===== src/rtl/acc_x_rsp_merge.sv =====
// Round-robin merge of accelerator response channels into one write-back port,
// with optional splitting of dual write-backs into two single-register beats.
module acc_x_rsp_merge #(
    parameter int unsigned DataWidth = 32,
    parameter int unsigned NumRsp    = 2,
    parameter bit          SplitDual = 1'b1,
    parameter int unsigned IdxWidth  = (NumRsp > 1) ? $clog2(NumRsp) : 1
) (
    input  logic                             clk_i,
    input  logic                             rst_i,
    input  logic [NumRsp-1:0][DataWidth-1:0] inp_data0_i,
    input  logic [NumRsp-1:0][DataWidth-1:0] inp_data1_i,
    input  logic [NumRsp-1:0]                inp_dual_writeback_i,
    input  logic [NumRsp-1:0][4:0]           inp_rd_i,
    input  logic [NumRsp-1:0]                inp_error_i,
    input  logic [NumRsp-1:0]                inp_valid_i,
    output logic [NumRsp-1:0]                inp_ready_o,
    output logic [DataWidth-1:0]             oup_data0_o,
    output logic [DataWidth-1:0]             oup_data1_o,
    output logic                             oup_dual_writeback_o,
    output logic [4:0]                       oup_rd_o,
    output logic                             oup_error_o,
    output logic [IdxWidth-1:0]              oup_src_o,
    output logic                             oup_last_o,
    output logic                             oup_valid_o,
    input  logic                             oup_ready_i
);

    typedef enum logic [1:0] {IDLE, BEAT0, BEAT1} state_e;

    state_e                state_q, state_d;
    logic [IdxWidth-1:0]   ptr_q, ptr_d;
    logic [IdxWidth-1:0]   src_q, src_d;
    logic [DataWidth-1:0]  data0_q, data0_d;
    logic [DataWidth-1:0]  data1_q, data1_d;
    logic                  dual_q, dual_d;
    logic [4:0]            rd_q, rd_d;
    logic                  err_q, err_d;

    logic [IdxWidth:0]     cand;
    logic [IdxWidth-1:0]   win_idx;
    logic                  win_found;
    logic                  beat_last;
    logic                  out_hs;
    logic                  slot_free;
    logic                  accept;
    logic [DataWidth-1:0]  beat_data0;
    logic [4:0]            beat_rd;

    // Search upward from the pointer, wrapping modulo NumRsp.
    always_comb begin
        win_found = 1'b0;
        win_idx   = '0;
        cand      = '0;
        for (int k = 0; k < NumRsp; k++) begin
            cand = {1'b0, ptr_q} + (IdxWidth+1)'(k);
            if (cand >= (IdxWidth+1)'(NumRsp)) begin
                cand = cand - (IdxWidth+1)'(NumRsp);
            end
            if (!win_found && inp_valid_i[cand[IdxWidth-1:0]]) begin
                win_found = 1'b1;
                win_idx   = cand[IdxWidth-1:0];
            end
        end
    end

    always_comb begin
        beat_last  = (state_q == BEAT1) || !(SplitDual && dual_q);
        beat_data0 = (state_q == BEAT1) ? data1_q : data0_q;
        beat_rd    = (state_q == BEAT1) ? rd_q + 5'd1 : rd_q;
        out_hs     = (state_q != IDLE) && oup_ready_i;
        slot_free  = (state_q == IDLE) || (out_hs && beat_last);
        accept     = win_found && slot_free && !rst_i;
        inp_ready_o = '0;
        if (accept) begin
            inp_ready_o[win_idx] = 1'b1;
        end
    end

    always_comb begin
        state_d = state_q;
        ptr_d   = ptr_q;
        src_d   = src_q;
        data0_d = data0_q;
        data1_d = data1_q;
        dual_d  = dual_q;
        rd_d    = rd_q;
        err_d   = err_q;
        unique case (state_q)
            IDLE: begin
                if (accept) state_d = BEAT0;
            end
            BEAT0: begin
                if (out_hs) begin
                    if (SplitDual && dual_q) state_d = BEAT1;
                    else if (accept)         state_d = BEAT0;
                    else                     state_d = IDLE;
                end
            end
            BEAT1: begin
                if (out_hs) state_d = accept ? BEAT0 : IDLE;
            end
            default: state_d = IDLE;
        endcase
        if (accept) begin
            src_d   = win_idx;
            data0_d = inp_data0_i[win_idx];
            data1_d = inp_data1_i[win_idx];
            dual_d  = inp_dual_writeback_i[win_idx];
            rd_d    = inp_rd_i[win_idx];
            err_d   = inp_error_i[win_idx];
            ptr_d   = (32'(win_idx) == NumRsp - 1) ? '0 : win_idx + 1'b1;
        end
    end

    always_ff @(posedge clk_i) begin
        if (rst_i) begin
            state_q <= IDLE;
            ptr_q   <= '0;
            src_q   <= '0;
            data0_q <= '0;
            data1_q <= '0;
            dual_q  <= 1'b0;
            rd_q    <= '0;
            err_q   <= 1'b0;
        end else begin
            state_q <= state_d;
            ptr_q   <= ptr_d;
            src_q   <= src_d;
            data0_q <= data0_d;
            data1_q <= data1_d;
            dual_q  <= dual_d;
            rd_q    <= rd_d;
            err_q   <= err_d;
        end
    end

    // Outputs are forced quiet while reset is held.
    assign oup_valid_o          = !rst_i && (state_q != IDLE);
    assign oup_data0_o          = rst_i ? '0 : beat_data0;
    assign oup_data1_o          = (rst_i || SplitDual) ? '0 : data1_q;
    assign oup_dual_writeback_o = !rst_i && !SplitDual && dual_q;
    assign oup_rd_o             = rst_i ? '0 : beat_rd;
    assign oup_error_o          = !rst_i && err_q;
    assign oup_src_o            = rst_i ? '0 : src_q;
    assign oup_last_o           = !rst_i && beat_last;

`ifndef SYNTHESIS
    a_ready_onehot: assert property (@(posedge clk_i) $onehot0(inp_ready_o));
    a_no_dual: assert property (@(posedge clk_i)
        !(SplitDual && oup_dual_writeback_o));
    a_out_stable: assert property (@(posedge clk_i) disable iff (rst_i)
        oup_valid_o && !oup_ready_i |=> oup_valid_o &&
        $stable({oup_data0_o, oup_data1_o, oup_dual_writeback_o,
                 oup_rd_o, oup_error_o, oup_src_o, oup_last_o}));
    for (genvar g = 0; g < NumRsp; g++) begin : g_in_chk
        a_in_stable: assert property (@(posedge clk_i) disable iff (rst_i)
            inp_valid_i[g] && !inp_ready_o[g] |=> inp_valid_i[g] &&
            $stable({inp_data0_i[g], inp_data1_i[g], inp_dual_writeback_i[g],
                     inp_rd_i[g], inp_error_i[g]}));
    end
`endif

endmodule

===== config.mk =====
export PLATFORM = sky130hd
export DESIGN_NAME = acc_x_rsp_merge
export DESIGN_NICKNAME = d
export VERILOG_FILES = /design/src/rtl/acc_x_rsp_merge.sv
export SDC_FILE = /design/constraint.sdc
export NUM_CORES = 1
export LEC_CHECK = 0
export CAP_MARGIN = 20
export CORE_ASPECT_RATIO = 0.6
export CORE_MARGIN = 1
export CORE_UTILIZATION = 44
export CTS_CLUSTER_DIAMETER = 200
export DETAILED_ROUTE_END_ITERATION = 12
export PLACE_DENSITY = 0.88
export REMOVE_ABC_BUFFERS = 1
export SLEW_MARGIN = 20
export SYNTH_ARGS = -nofsm -noshare
export SYNTH_HDL_FRONTEND = slang
export SYNTH_SLANG_ARGS = --single-unit
export TNS_END_PERCENT = 5

===== constraint.sdc =====
create_clock -name clk_i -period 3.65 [get_ports clk_i]
set_input_delay 0.73 -clock clk_i [delete_from_list [all_inputs] [get_ports clk_i]]
set_output_delay 0.73 -clock clk_i [all_outputs]
set_load 0.02 [all_outputs]

==> results by group <==
Outcome
  – Status: complete, no violations

Clock network
  – CTS buffer count: 9
  – Htree depth: 3
  – Cts hold-fix bufs: 0
  – Clk slew on worst S/H paths: about 0.060 ns
  – Clk Latency, worst-skew pair: roughly 0.33 ns
  – Post_cts resized: 0
  – Post-CTS setup buffer count: 0
  – CTS tree: done
  – CTS max path bufs: 2
  – Root Driver: clkbuf_16
  – CTS sink count: between 70 and 80

Drt
  – Vias: around 4300
  – Routed WL: about 13000 µm
  – Router iterations before antenna repair: 4
  – Final ANT Viol Nets: 0
  – Initial DRC count: between 200 and 250
  – Vias per inst: between 5 and 6
  – DRC Markers: 0
  – Wire per inst: approximately 15 µm

Synth
  – Primary FF master, synth: dfxtp_1
  – Mapped Cells: between 500 and 600
  – Area share of the largest cell type after synthesis: between 30% and 40%
  – Ys Warns: 0
  – Sequential element share of the synthesized area: 33.2%
  – Number of synthesized register bits: 75
  – Asr flop ratio synth: 0%
  – Yosys top cell by area: dfxtp_1
  – Top area cells in the synthesized netlist: dfxtp_1 (33%), mux2i_1 (15%), a21oi_1 (11%), a211oi_2 (11%), buf_4 (6.6%)
  – Yosys cell types: 36
  – Post-synthesis cell area: 0.00453 mm²
  – EDFF count, synth: 0
  – Mean Syn Cell Area: 8.84 µm²

Floorplanning
  – Die Area: ~0.011 mm²
  – Core area: 0.00991 mm²
  – # IOs: ~220
  – Die W: 133 µm
  – Die Height: ~80 µm
  – Rows: 28
  – Initial Util: around 46%

Critical path
  – Reg-to-Reg End: data0_q[4]$_SDFFE_PP0N_
  – Crit. End Element: primary output
  – Worst setup endpoint: inp_ready_o[0]
  – R2R setup slack: around 1.8 ns
  – Crit Path Class: input port to primary output
  – Worst R2R Path Depth: 5
  – Worst Setup Start Kind: input port
  – FF-to-FF Start: state_q[1]$_SDFFE_PP0P_
  – CP required: about 3 ns
  – CP max FO: 8
  – Crit. Startpoint: oup_ready_i
  – CP Data Arrival Time: approximately 2.6 ns

Power and ir drop
  – Max IR drop VDD: ~0.23 mV
  – Leak Pwr: about 0.0026 µW
  – Sequential cell fraction of total power: a little under two fifths
  – Internal power: about 1900 µW
  – Logic pwr share: 25.5%
  – Switching share of total power: a little over a quarter
  – Clk pwr share: between 30% and 40%
  – Switch Pwr: between 600 and 700 µW
  – PwrDens: 384 mW/mm²

STA
  – Fin. Hold Viols: 0
  – Final Critical Period: 3.31 ns
  – Final Max Tran Viols: 0
  – RSZ-0062 raised after global routing: false
  – Relative slew slack: between 50% and 60%
  – Clock Skew: ~0.0035 ns
  – Tcrit/Tclk final: 90.8%
  – Least-Margin Pin Slew: roughly 0.73 ns
  – Achievable Freq: just over 300 MHz
  – Finish-stage setup viols: 0
  – Setup TNS Final: 0 ns

Global routing
  – GR Util All Layers: between 20% and 30%
  – Number of global-route vias before repair: about 3900
  – GRT met1 Usage: 28.5%
  – Largest net degree at the start of global routing: 73
  – Layer with the highest usage: met2
  – Initial antenna violation count: 0
  – First-pass GRT wire length: a little under 20000 µm
  – Total grt overflow: 0
  – M3 GR Usage: approximately 6.4%
  – Met2 usage: around two fifths

Layout
  – Fin area: roughly 0.0067 mm²
  – Area growth, synth to finish: 46.9%
  – Fillcell total: 778
  – Layout cell share with drive strength beyond 1: between 10% and 20%
  – Ant diodes: 0
  – Multi-input gate area: about 0.0026 mm²
  – Post-layout nets: 825
  – Final Non-Filler Cells: approximately 820
  – Register area: about 0.0015 mm²

Job
  – Max Cap Viol: 0

Place
  – Cell Area, Placed: between 0.006 and 0.007 mm²
  – Final HPWL DP: 8880 µm
  – GP Congestion: 0.838
  – I/O Buffers: approximately 190
  – Cell count after placement: roughly 800

Worst hold path
  – Hold Path Class: flop to flop
==> cells in the final DEF (no fill, tap or decap), drive strengths merged <==
cell type / count
o22ai: 2
nand2: 69
a211oi: 65
conb: 33
clkinvlp: 1
clkdlybuf4s50: 188
clkinv: 1
clkbuf: 12
ha: 1
nor2: 12
dfxtp: 75
o21ai: 2
nor2b: 10
a21o: 1
nand2b: 2
a22oi: 1
xor2: 3
mux2i: 66
nor3: 2
a21oi: 101
a221o: 5
buf: 16
xnor2: 1
and4: 5
a31oi: 1
or2: 1
nand4: 2
inv: 1
o22a: 1
bufinv: 2
==> synth_stat cells, types with 4 or more instances <==
| library cell | instances |
|---|---|
| a211oi_1 | 26 |
| a211oi_2 | 39 |
| a21oi_1 | 101 |
| a221o_1 | 5 |
| and4_1 | 5 |
| buf_1 | 5 |
| buf_2 | 20 |
| buf_4 | 40 |
| buf_6 | 4 |
| clkbuf_1 | 13 |
| dfxtp_1 | 75 |
| mux2i_1 | 66 |
| nand2_1 | 68 |
| nor2_1 | 10 |
| nor2b_1 | 9 |
==> how the worst min path moves through the flow <==
stage                                  start                  endpoint  slack [ns]  cells after the start
floorplan                 ptr_q$_SDFFE_PP0N_        ptr_q$_SDFFE_PP0N_        0.48                      2
global placement          ptr_q$_SDFFE_PP0N_        ptr_q$_SDFFE_PP0N_        0.50                      2
detailed placement        ptr_q$_SDFFE_PP0N_        ptr_q$_SDFFE_PP0N_        0.51                      2
CTS                       ptr_q$_SDFFE_PP0N_        ptr_q$_SDFFE_PP0N_        0.52                      2
global route        data1_q[20]$_SDFFE_PP0N_  data1_q[20]$_SDFFE_PP0N_        0.55                      2
finish                    ptr_q$_SDFFE_PP0N_        ptr_q$_SDFFE_PP0N_        0.52                      2
==> per-layer routing <==
layer	up-vias	routed length (µm)
li1	2110	-
met1	1964	5570
met2	167	6020
met3	16	882
met4	0	140
met5	-	0
==> cell type report <==
class                      count  share of cell area (%)
multi-input combinational    386                    39.8
timing repair buffer         204                    30.1
sequential                    75                    22.6
clock buffer                  12                    3.86
tap                          135                    2.54
clock inverter                 4                    1.09
inverter                       1                  0.0564
==> kinds of logic (layout without fill, tap and decap cells) <==
logic type	count (synthesis)	in the layout	synth area share, %
xor gates and xnor gates	4	4	0.774
AOI/OAI and AO/OA	179	179	29.0
DFF	75	75	33.2
other	1	33	0.0828
and+or+nand+nor	103	103	10.7
buffers and inverters	83	221	11.4
adders and majority gates	1	1	0.276
muxes	66	66	14.6
==> sequential cells by signal (all words and copies together) (netlist names) <==
signal	cells
data1_q	32
rd_q	5
data0_q	32
dual_q	1
state_q	2
err_q	1
ptr_q	1
src_q	1
==> power by group through the flow <==
stage / Clock, µW / Sequential, µW / Combinational, µW
2_1_floorplan: 0 / 943 / 350
3_3_place_gp: 0 / 949 / 631
3_5_place_dp: 0 / 955 / 648
4_1_cts: 985 / 938 / 652
5_1_grt: 1020 / 947 / 701
6_report: 966 / 938 / 651
==> critical path, cell delays in order <==
cell and delay [ns]:
clkdlybuf4s50_1 0.57, inv_2 0.10, o22ai_4 0.16, nand2_1 0.21, a21oi_1 0.18, clkdlybuf4s50_1 0.62
==> per-stage QoR <==
step	worst slack, ns	utilization, %	total power, µW	hold WS (ns)
6_report	0.337	67.1	2560	0.524
5_1_grt	0.222	67.1	2670	0.547
2_1_floorplan	0.376	-	1290	0.478
4_1_cts	0.335	67.1	2570	0.523
3_5_place_dp	0.345	63.8	1600	0.513
3_3_place_gp	0.378	63.8	1580	0.504
Note: power is estimated with default switching activity, not from simulation.
